`src/rtl/mips_multicycle_control_if.sv`:
```
// Control bus between the multicycle MIPS main control unit and the datapath.
//
// Handshake: mem_ready is a single-cycle completion indication. A memory
// access (fetch in FETCH, load in MEMRD, store in MEMWR) is presented by the
// controller and held steady; the access completes in the cycle where
// mem_ready=1 is sampled, and the controller advances on that edge.
//
// Signals:
//   opcode     datapath -> ctrl  IR[31:26], meaningful from DECODE onward
//   mem_ready  datapath -> ctrl  memory completes the current access
//   iord, memwrite, irwrite, pcwrite, branch, regwrite, regdst, memtoreg,
//   alusrca, alusrcb[1:0], aluop[1:0], pcsrc[1:0]   ctrl -> datapath
//   illegal_op ctrl -> datapath  one-cycle pulse on an unknown opcode
//   state[3:0] ctrl -> observer  current state encoding (debug)
interface mips_multicycle_control_if;
  logic [5:0] opcode;
  logic       mem_ready;
  logic       iord;
  logic       memwrite;
  logic       irwrite;
  logic       pcwrite;
  logic       branch;
  logic       regwrite;
  logic       regdst;
  logic       memtoreg;
  logic       alusrca;
  logic [1:0] alusrcb;
  logic [1:0] aluop;
  logic [1:0] pcsrc;
  logic       illegal_op;
  logic [3:0] state;

  // Controller side
  modport master (
    input  opcode, mem_ready,
    output iord, memwrite, irwrite, pcwrite, branch, regwrite, regdst,
           memtoreg, alusrca, alusrcb, aluop, pcsrc, illegal_op, state
  );

  // Datapath side
  modport slave (
    output opcode, mem_ready,
    input  iord, memwrite, irwrite, pcwrite, branch, regwrite, regdst,
           memtoreg, alusrca, alusrcb, aluop, pcsrc, illegal_op, state
  );
endinterface

```
`src/rtl/mips_multicycle_control.sv`:
```
// Multicycle MIPS main control unit. Moore-style FSM that decodes the opcode
// and sequences PC, memory, IR, register file and ALU source muxes.
//
// Ports:
//   clk    rising-edge clock
//   rst_n  synchronous active-low reset; also forces all outputs to 0
//   bus    control bus (master modport): opcode/mem_ready in, strobes out
module mips_multicycle_control (
  input  logic                         clk,
  input  logic                         rst_n,
  mips_multicycle_control_if.master    bus
);

  localparam logic [5:0] OP_LW   = 6'b100011;
  localparam logic [5:0] OP_SW   = 6'b101011;
  localparam logic [5:0] OP_R    = 6'b000000;
  localparam logic [5:0] OP_BEQ  = 6'b000100;
  localparam logic [5:0] OP_ADDI = 6'b001000;
  localparam logic [5:0] OP_J    = 6'b000010;

  typedef enum logic [3:0] {
    S_FETCH    = 4'd0,
    S_DECODE   = 4'd1,
    S_MEMADR   = 4'd2,
    S_MEMRD    = 4'd3,
    S_MEMWB    = 4'd4,
    S_MEMWR    = 4'd5,
    S_EXECUTE  = 4'd6,
    S_ALUWB    = 4'd7,
    S_BRANCH   = 4'd8,
    S_ADDIEXEC = 4'd9,
    S_ADDIWB   = 4'd10,
    S_JUMP     = 4'd11
  } state_t;

  state_t state_q, state_d;
  // The opcode is only trusted during DECODE, so the lw/sw choice made
  // there is remembered for MEMADR.
  logic   is_sw_q, is_sw_d;

  always_ff @(posedge clk) begin
    if (!rst_n) begin
      state_q <= S_FETCH;
      is_sw_q <= 1'b0;
    end else begin
      state_q <= state_d;
      is_sw_q <= is_sw_d;
    end
  end

  always_comb begin
    state_d        = state_q;
    is_sw_d        = is_sw_q;
    bus.iord       = 1'b0;
    bus.memwrite   = 1'b0;
    bus.irwrite    = 1'b0;
    bus.pcwrite    = 1'b0;
    bus.branch     = 1'b0;
    bus.regwrite   = 1'b0;
    bus.regdst     = 1'b0;
    bus.memtoreg   = 1'b0;
    bus.alusrca    = 1'b0;
    bus.alusrcb    = 2'b00;
    bus.aluop      = 2'b00;
    bus.pcsrc      = 2'b00;
    bus.illegal_op = 1'b0;
    bus.state      = state_q;

    case (state_q)
      S_FETCH: begin
        bus.alusrcb = 2'b01;
        bus.irwrite = bus.mem_ready;
        bus.pcwrite = bus.mem_ready;
        if (bus.mem_ready) state_d = S_DECODE;
      end
      S_DECODE: begin
        bus.alusrcb = 2'b11;
        is_sw_d     = (bus.opcode == OP_SW);
        case (bus.opcode)
          OP_LW, OP_SW: state_d = S_MEMADR;
          OP_R:         state_d = S_EXECUTE;
          OP_BEQ:       state_d = S_BRANCH;
          OP_ADDI:      state_d = S_ADDIEXEC;
          OP_J:         state_d = S_JUMP;
          default: begin
            state_d        = S_FETCH;
            bus.illegal_op = 1'b1;
          end
        endcase
      end
      S_MEMADR: begin
        bus.alusrca = 1'b1;
        bus.alusrcb = 2'b10;
        state_d     = is_sw_q ? S_MEMWR : S_MEMRD;
      end
      S_MEMRD: begin
        bus.iord = 1'b1;
        if (bus.mem_ready) state_d = S_MEMWB;
      end
      S_MEMWB: begin
        bus.memtoreg = 1'b1;
        bus.regwrite = 1'b1;
        state_d      = S_FETCH;
      end
      S_MEMWR: begin
        bus.iord     = 1'b1;
        bus.memwrite = 1'b1;
        if (bus.mem_ready) state_d = S_FETCH;
      end
      S_EXECUTE: begin
        bus.alusrca = 1'b1;
        bus.aluop   = 2'b10;
        state_d     = S_ALUWB;
      end
      S_ALUWB: begin
        bus.regdst   = 1'b1;
        bus.regwrite = 1'b1;
        state_d      = S_FETCH;
      end
      S_BRANCH: begin
        bus.alusrca = 1'b1;
        bus.aluop   = 2'b01;
        bus.pcsrc   = 2'b01;
        bus.branch  = 1'b1;
        state_d     = S_FETCH;
      end
      S_ADDIEXEC: begin
        bus.alusrca = 1'b1;
        bus.alusrcb = 2'b10;
        state_d     = S_ADDIWB;
      end
      S_ADDIWB: begin
        bus.regwrite = 1'b1;
        state_d      = S_FETCH;
      end
      S_JUMP: begin
        bus.pcsrc   = 2'b10;
        bus.pcwrite = 1'b1;
        state_d     = S_FETCH;
      end
      default: state_d = S_FETCH;
    endcase

    // Reset silences the datapath immediately, even before the edge.
    if (!rst_n) begin
      bus.iord       = 1'b0;
      bus.memwrite   = 1'b0;
      bus.irwrite    = 1'b0;
      bus.pcwrite    = 1'b0;
      bus.branch     = 1'b0;
      bus.regwrite   = 1'b0;
      bus.regdst     = 1'b0;
      bus.memtoreg   = 1'b0;
      bus.alusrca    = 1'b0;
      bus.alusrcb    = 2'b00;
      bus.aluop      = 2'b00;
      bus.pcsrc      = 2'b00;
      bus.illegal_op = 1'b0;
      bus.state      = 4'd0;
    end
  end

endmodule

```
`src/flat_wrapper.sv`:
```
// flat-port wrapper written by rule: the top's interface ports become plain ports
module mips_multicycle_control_flat 
  (clk, rst_n, bus_opcode, bus_mem_ready, bus_iord, bus_memwrite, bus_irwrite, bus_pcwrite, bus_branch, bus_regwrite, bus_regdst, bus_memtoreg, bus_alusrca, bus_alusrcb, bus_aluop, bus_pcsrc, bus_illegal_op, bus_state);
  mips_multicycle_control_if bus_i ();
  input  logic clk;
  input  logic rst_n;
  input wire logic [$bits(bus_i.opcode)-1:0] bus_opcode;
  input wire logic [$bits(bus_i.mem_ready)-1:0] bus_mem_ready;
  output wire logic [$bits(bus_i.iord)-1:0] bus_iord;
  output wire logic [$bits(bus_i.memwrite)-1:0] bus_memwrite;
  output wire logic [$bits(bus_i.irwrite)-1:0] bus_irwrite;
  output wire logic [$bits(bus_i.pcwrite)-1:0] bus_pcwrite;
  output wire logic [$bits(bus_i.branch)-1:0] bus_branch;
  output wire logic [$bits(bus_i.regwrite)-1:0] bus_regwrite;
  output wire logic [$bits(bus_i.regdst)-1:0] bus_regdst;
  output wire logic [$bits(bus_i.memtoreg)-1:0] bus_memtoreg;
  output wire logic [$bits(bus_i.alusrca)-1:0] bus_alusrca;
  output wire logic [$bits(bus_i.alusrcb)-1:0] bus_alusrcb;
  output wire logic [$bits(bus_i.aluop)-1:0] bus_aluop;
  output wire logic [$bits(bus_i.pcsrc)-1:0] bus_pcsrc;
  output wire logic [$bits(bus_i.illegal_op)-1:0] bus_illegal_op;
  output wire logic [$bits(bus_i.state)-1:0] bus_state;
  assign bus_i.opcode = bus_opcode;
  assign bus_i.mem_ready = bus_mem_ready;
  assign bus_iord = bus_i.iord;
  assign bus_memwrite = bus_i.memwrite;
  assign bus_irwrite = bus_i.irwrite;
  assign bus_pcwrite = bus_i.pcwrite;
  assign bus_branch = bus_i.branch;
  assign bus_regwrite = bus_i.regwrite;
  assign bus_regdst = bus_i.regdst;
  assign bus_memtoreg = bus_i.memtoreg;
  assign bus_alusrca = bus_i.alusrca;
  assign bus_alusrcb = bus_i.alusrcb;
  assign bus_aluop = bus_i.aluop;
  assign bus_pcsrc = bus_i.pcsrc;
  assign bus_illegal_op = bus_i.illegal_op;
  assign bus_state = bus_i.state;
  mips_multicycle_control u_core (.clk(clk), .rst_n(rst_n), .bus(bus_i));
endmodule
```
`config.mk`:
```
export PLATFORM = sky130hd
export DESIGN_NAME = mips_multicycle_control_flat
export DESIGN_NICKNAME = d
export VERILOG_FILES = /design/src/rtl/mips_multicycle_control_if.sv /design/src/rtl/mips_multicycle_control.sv /design/src/flat_wrapper.sv
export SDC_FILE = /design/constraint.sdc
export NUM_CORES = 1
export LEC_CHECK = 0
export BUFFER_PORTS_ARGS = -buffer_cell sky130_fd_sc_hd__buf_2
export CAP_MARGIN = 15
export CORE_MARGIN = 10
export CORE_UTILIZATION = 30
export CTS_BUF_LIST = sky130_fd_sc_hd__clkbuf_4 sky130_fd_sc_hd__clkbuf_8
export DETAILED_ROUTE_END_ITERATION = 10
export PLACE_DENSITY = 0.66
export SKIP_LAST_GASP = 1
export SYNTH_ARGS = -nofsm -noshare
export SYNTH_HDL_FRONTEND = slang
export SYNTH_SLANG_ARGS = --single-unit
```
`constraint.sdc`:
```
create_clock -name clk -period 2.2 [get_ports clk]
set_input_delay 0.66 -clock clk [delete_from_list [all_inputs] [get_ports clk]]
set_output_delay 0.66 -clock clk [all_outputs]
set_load 0.01 [all_outputs]
```
Word level (Yosys, flattened, before mapping) --
Index checks and enable logic that the tools add are counted.
Storage, ports and cells: output and inout bits 20, logic and storage cells 64, flip-flop bits (word level) 5
Cells by class: mux-type cells 34, eq/ne operators 19, reductions and logical operators 9
Operators by type and width (number):
- $pmux W4 S7 | 1
- $mux W1 | 20
- $pmux W4 S5 | 1
- $eq A4 B3 Y1 const B | 4
- $eq A4 B4 Y1 const B | 4
- $mux W4 | 4
- $eq A6 B6 Y1 const B | 2
- $eq A4 B2 Y1 const B | 2
- $pmux W2 S2 | 2
- $eq A6 B2 Y1 const B | 1
- $eq A6 B3 Y1 const B | 1
- $eq A6 B4 Y1 const B | 1
- $logic_not A6 Y1 | 1
- $mux W2 | 3
- $ne A2 B2 Y1 const B | 3
- $pmux W2 S3 | 1
- $reduce_or A2 Y1 | 3
- $reduce_or A6 Y1 | 1
- $eq A4 B1 Y1 const B | 1
- $logic_not A4 Y1 | 1
- $reduce_or A4 Y1 | 1
- $mux W3 | 1
- $reduce_and A3 Y1 | 1
- $reduce_or A3 Y1 | 1
- $pmux W1 S2 | 1

Depth between registers and ports, before layout --
depth after elaboration 5, gate-level depth with buffers 6

Worst setup path before layout --
No wires, ideal clock.
path kind input-to-output, start input port rst_n, end output port bus_pcsrc[0], buffers on the path 2, arrival 1423 ps, required time 1540 ps, setup slack 117 ps, stages 4, path through clkbuf_1 nand2_1 nor2b_1 buf_4
On the way: word-level cells in the longest chain between the ends 1
Ends and longest elaborated chain:
- start, declared | line flat_wrapper.sv:6 | input logic rst_n;
- $mux W2 | line mips_multicycle_control.sv:145 | if (!rst_n) begin
- end, declared | line flat_wrapper.sv:20 | output wire logic [$bits(bus_i.pcsrc)-1:0] bus_pcsrc;
Every way passes these cells.

Final worst setup path --
start input port bus_opcode[0], end output port bus_illegal_op
On the way: word-level cells in the longest chain between the ends 5, elaborated cells on any way between the ends 10, classes of those cells eq/ne: 5; mux: 3; reduce/logical: 2
Ends and longest elaborated chain:
- start, declared | line flat_wrapper.sv:7 | input wire logic [$bits(bus_i.opcode)-1:0] bus_opcode;
- $eq A6 B6 Y1 (tied with other cells) | line mips_multicycle_control.sv:79 | case (bus.opcode)
- $reduce_or A6 Y1 (no line) (*)
- $mux W1 (*) | line mips_multicycle_control.sv:79
- $mux W1 (*) | line mips_multicycle_control.sv:69 | case (state_q)
- $mux W1 (*) | line mips_multicycle_control.sv:145
- end, declared | line flat_wrapper.sv:21 | output wire logic [$bits(bus_i.illegal_op)-1:0] bus_illegal_op;
Every way passes the cells marked *; elsewhere a longest branch is shown, timed or not.

==> results.sh <==
export IMPL_outcome="complete, no violations"
export IMPL_power_total_mw=0.3633
export IMPL_nets=137
export IMPL_ys_warn_count=0
export IMPL_yosys_area_share_adder_pct=0
export IMPL_grt_max_degree=19
export IMPL_post_route_drc_count=0
export IMPL_vias_per_cell=5.286
export IMPL_syn_to_final_growth_pct=47.18
export IMPL_grtUsageMet2_pct=16.22
export IMPL_drive_gt1_share_pct=39.37
export IMPL_ff2ff_setup_slack_ps=680
export IMPL_synth_avg_cell_area_um2=6.746
export IMPL_synth_main_ff_cell="dfxtp_1"
export IMPL_num_antenna_cells=0
export IMPL_fin_ws_ps=0.4563
export IMPL_hp_class="reg -> reg"
export IMPL_min_to="u_core.is_sw_q$_SDFFE_PN0P_"
export IMPL_reg2reg_from="u_core.state_q[2]$_SDFFE_PN0P_"
export IMPL_route_vias_total=814
export IMPL_slew_viol_final=0
export IMPL_initial_core_util_pct=31.63
export IMPL_clockBufferDepth=2
export IMPL_peakVddDrop_v=0.0001477
export IMPL_worst_pin_slew_ps=340.4
export IMPL_tns_ps=0
export IMPL_netlist_area_um2=620.6
export IMPL_hold_viol=0
export IMPL_min_period_over_period_pct=99.98
export IMPL_fmax_mhz=454.6
export IMPL_grtUsageTotal_pct=9.303
export IMPL_synth_cell_types=36
export IMPL_first_iter_violations=27
export IMPL_worstPathArrival_ps=1540
export IMPL_fin_crit_ps=2200
export IMPL_clkLatencyLatePin_ps=250
export IMPL_crit_fanout=4
export IMPL_cts_sinks=5
export IMPL_yosysTopAreaCell="dfxtp_1"
export IMPL_dr_pass1_iters=5
export IMPL_path_class="in -> out"
export IMPL_dp_cells=148
export IMPL_required_ps=1540
export IMPL_synth_fp_nets=101
export IMPL_synth_top_family_by_area="simple AND/OR/NAND/NOR gates"
export IMPL_postPlaceCellArea_um2=815.8
export IMPL_final_area_um2=913.4
export IMPL_die_h_um=65.48
export IMPL_synth_seq_cells=5
export IMPL_wl_um=2171
export IMPL_core_area_um2=1962
export IMPL_yosys_top_cells_count="nor2_1 (10), nand2_1 (7), a21oi_1 (6), inv_1 (6), nor2b_1 (6)"
export IMPL_hold_ws_ps=595.0
export IMPL_place_ws_ps=-36.79
export IMPL_critPathLaunchType="input port"
export IMPL_critPathLaunch="bus_opcode[0]"
export IMPL_min_path_cells=2
export IMPL_syn_instance_count=92
export IMPL_ys_async_sr_fraction_pct=0
export IMPL_io_buffers=28
export IMPL_synth_mux_area_share_pct=0
export IMPL_power_density_nw_per_um2=397.7
export IMPL_gr_total_overflow=0
export IMPL_htree_levels=1
export IMPL_fin_skew_ps=9.305
export IMPL_grt_pass1_vias=767
export IMPL_grt_pass1_wl_um=3291
export IMPL_grt_busiest_layer="met2"
export IMPL_dpl_hpwl_um=1589
export IMPL_fp_row_count=16
export IMPL_stdcell_count=154
export IMPL_gp_congestion=0.7833
export IMPL_post_route_util_pct=46.56
export IMPL_met3_usage_pct=2.373
export IMPL_r2r_worst_path_cells=5
export IMPL_die_w_um=65.48
export IMPL_setup_violations=0
export IMPL_cts_reportedPaths_clkPinSlew_ps=40
export IMPL_dieArea_um2=4288
export IMPL_synth_xor_area_share_pct=5.645
export IMPL_relSlewSlack_pct=77.06
export IMPL_crit_path_end_kind="primary output"
export IMPL_synth_edff_count=0
export IMPL_synthSimpleGateAreaFrac_pct=45.16
export IMPL_yosysSeqAreaShare_pct=16.13
export IMPL_cts_tree="built"
export IMPL_netlist_top_cells_area="dfxtp_1 (16%), nor2_1 (6.0%), nor2b_1 (6.0%)"
export IMPL_synth_most_common_cell="nor2_1"
export IMPL_cap_violations=0
export IMPL_synth_compound_area_share_pct=21.98
export IMPL_ant_nets=0
export IMPL_root_buffer="clkbuf_4"
export IMPL_worstHoldStart="u_core.is_sw_q$_SDFFE_PN0P_"
export IMPL_num_io_pins=29
export IMPL_routedWlPerCell_um=14.10
export IMPL_yosysTopAreaCellShare_pct=16.13
export IMPL_grtUsageMet1_pct=9.724
export IMPL_cts_inserted_buffers=3
export IMPL_p_leak_nw=0.4567
export IMPL_antenna_found_initial=0
export IMPL_reg2reg_to="u_core.state_q[1]$_SDFFE_PN0P_"
export IMPL_rsz0062_at_grt="yes"
state kept, by name (all words and copies together) (netlist names):
register,cells
u_core.is_sw_q,1
u_core.state_q,4
placed cells by master (no fill, tap or decap):
| cell | instances |
|---|---|
| a211oi_1 | 1 |
| a21oi_1 | 6 |
| a222oi_1 | 1 |
| a31oi_1 | 1 |
| a32oi_1 | 1 |
| and2_1 | 2 |
| and3_1 | 4 |
| and4_1 | 1 |
| buf_2 | 24 |
| buf_4 | 11 |
| buf_6 | 4 |
| clkbuf_4 | 4 |
| dfxtp_1 | 5 |
| inv_1 | 6 |
| nand2_1 | 7 |
| nand2b_1 | 4 |
| nand3_1 | 2 |
| nand3_2 | 1 |
| nor2_1 | 8 |
| nor2_2 | 2 |
| nor2b_1 | 6 |
| nor3_1 | 3 |
| nor3_4 | 1 |
| nor3b_1 | 2 |
| nor4_1 | 1 |
| nor4_4 | 1 |
| o2111a_1 | 1 |
| o21ai_0 | 3 |
| o22ai_1 | 2 |
| o31ai_1 | 1 |
| o32a_1 | 1 |
| o32ai_1 | 1 |
| o41ai_1 | 1 |
| or2_4 | 1 |
| or2b_1 | 1 |
| or3_1 | 1 |
| or4b_4 | 1 |
| xnor2_1 | 1 |
| xor2_1 | 3 |
report_power, final:
group / internal (mW) / leakage [nW] / switching [mW]
sequential: 0.0943 / 0.0406 / 0.00164
combinational: 0.0670 / 0.398 / 0.0776
clock: 0.0811 / 0.0184 / 0.0416
how the worst max path moves through the flow:
stage	to	slack [ps]	cells past startpoint
after floorplan	bus_pcsrc[0]	120	4
after global placement	bus_illegal_op	-20	5
after detailed placement	bus_illegal_op	-40	5
after CTS	bus_illegal_op	20	5
after global routing	bus_illegal_op	-30	7
final	bus_illegal_op	0.5	7
critical path, cell delays in order:
cell	delay (ps)
buf_4	110
buf_6	100
nand3_2	80
nor2_1	140
nor2_1	70
o2111a_1	250
buf_6	130
metal layers:
layer  vias to the layer above  wire length (um)  part of all wire (%)
met3                         6               112                   5.2
met2                        29              1192                    55
li1                        400                 -                     -
met4                         0                43                   2.0
met5                         -                 0                     0
met1                       379               822                    38
final cells by class:
cell class / count / area (um2)
clock buffers: 4 / 30.03
well taps: 27 / 33.78
inverters: 6 / 22.52
repair buffers: 39 / 247.7
flip-flops and latches: 5 / 100.1
multi-input cells: 73 / 479.2
fillers: 215 / 1049
cells by family after synthesis:
group	count (synthesis)
AO/OA/AOI/OAI	20
XOR/XNOR	4
buffers and inverters	14
flip-flops	5
AND/OR/NAND/NOR	49
repair_timing:
item                                    CTS  global route
hold endpoints to repair                  0             0
gates cloned                              0             0
pin swaps                                 0             5
endpoints found under the setup margin    1             3
setup buffers                             0             2
gates resized for setup                   1            12
hold buffers                              0             0
(Power assumes the default switching activity.)
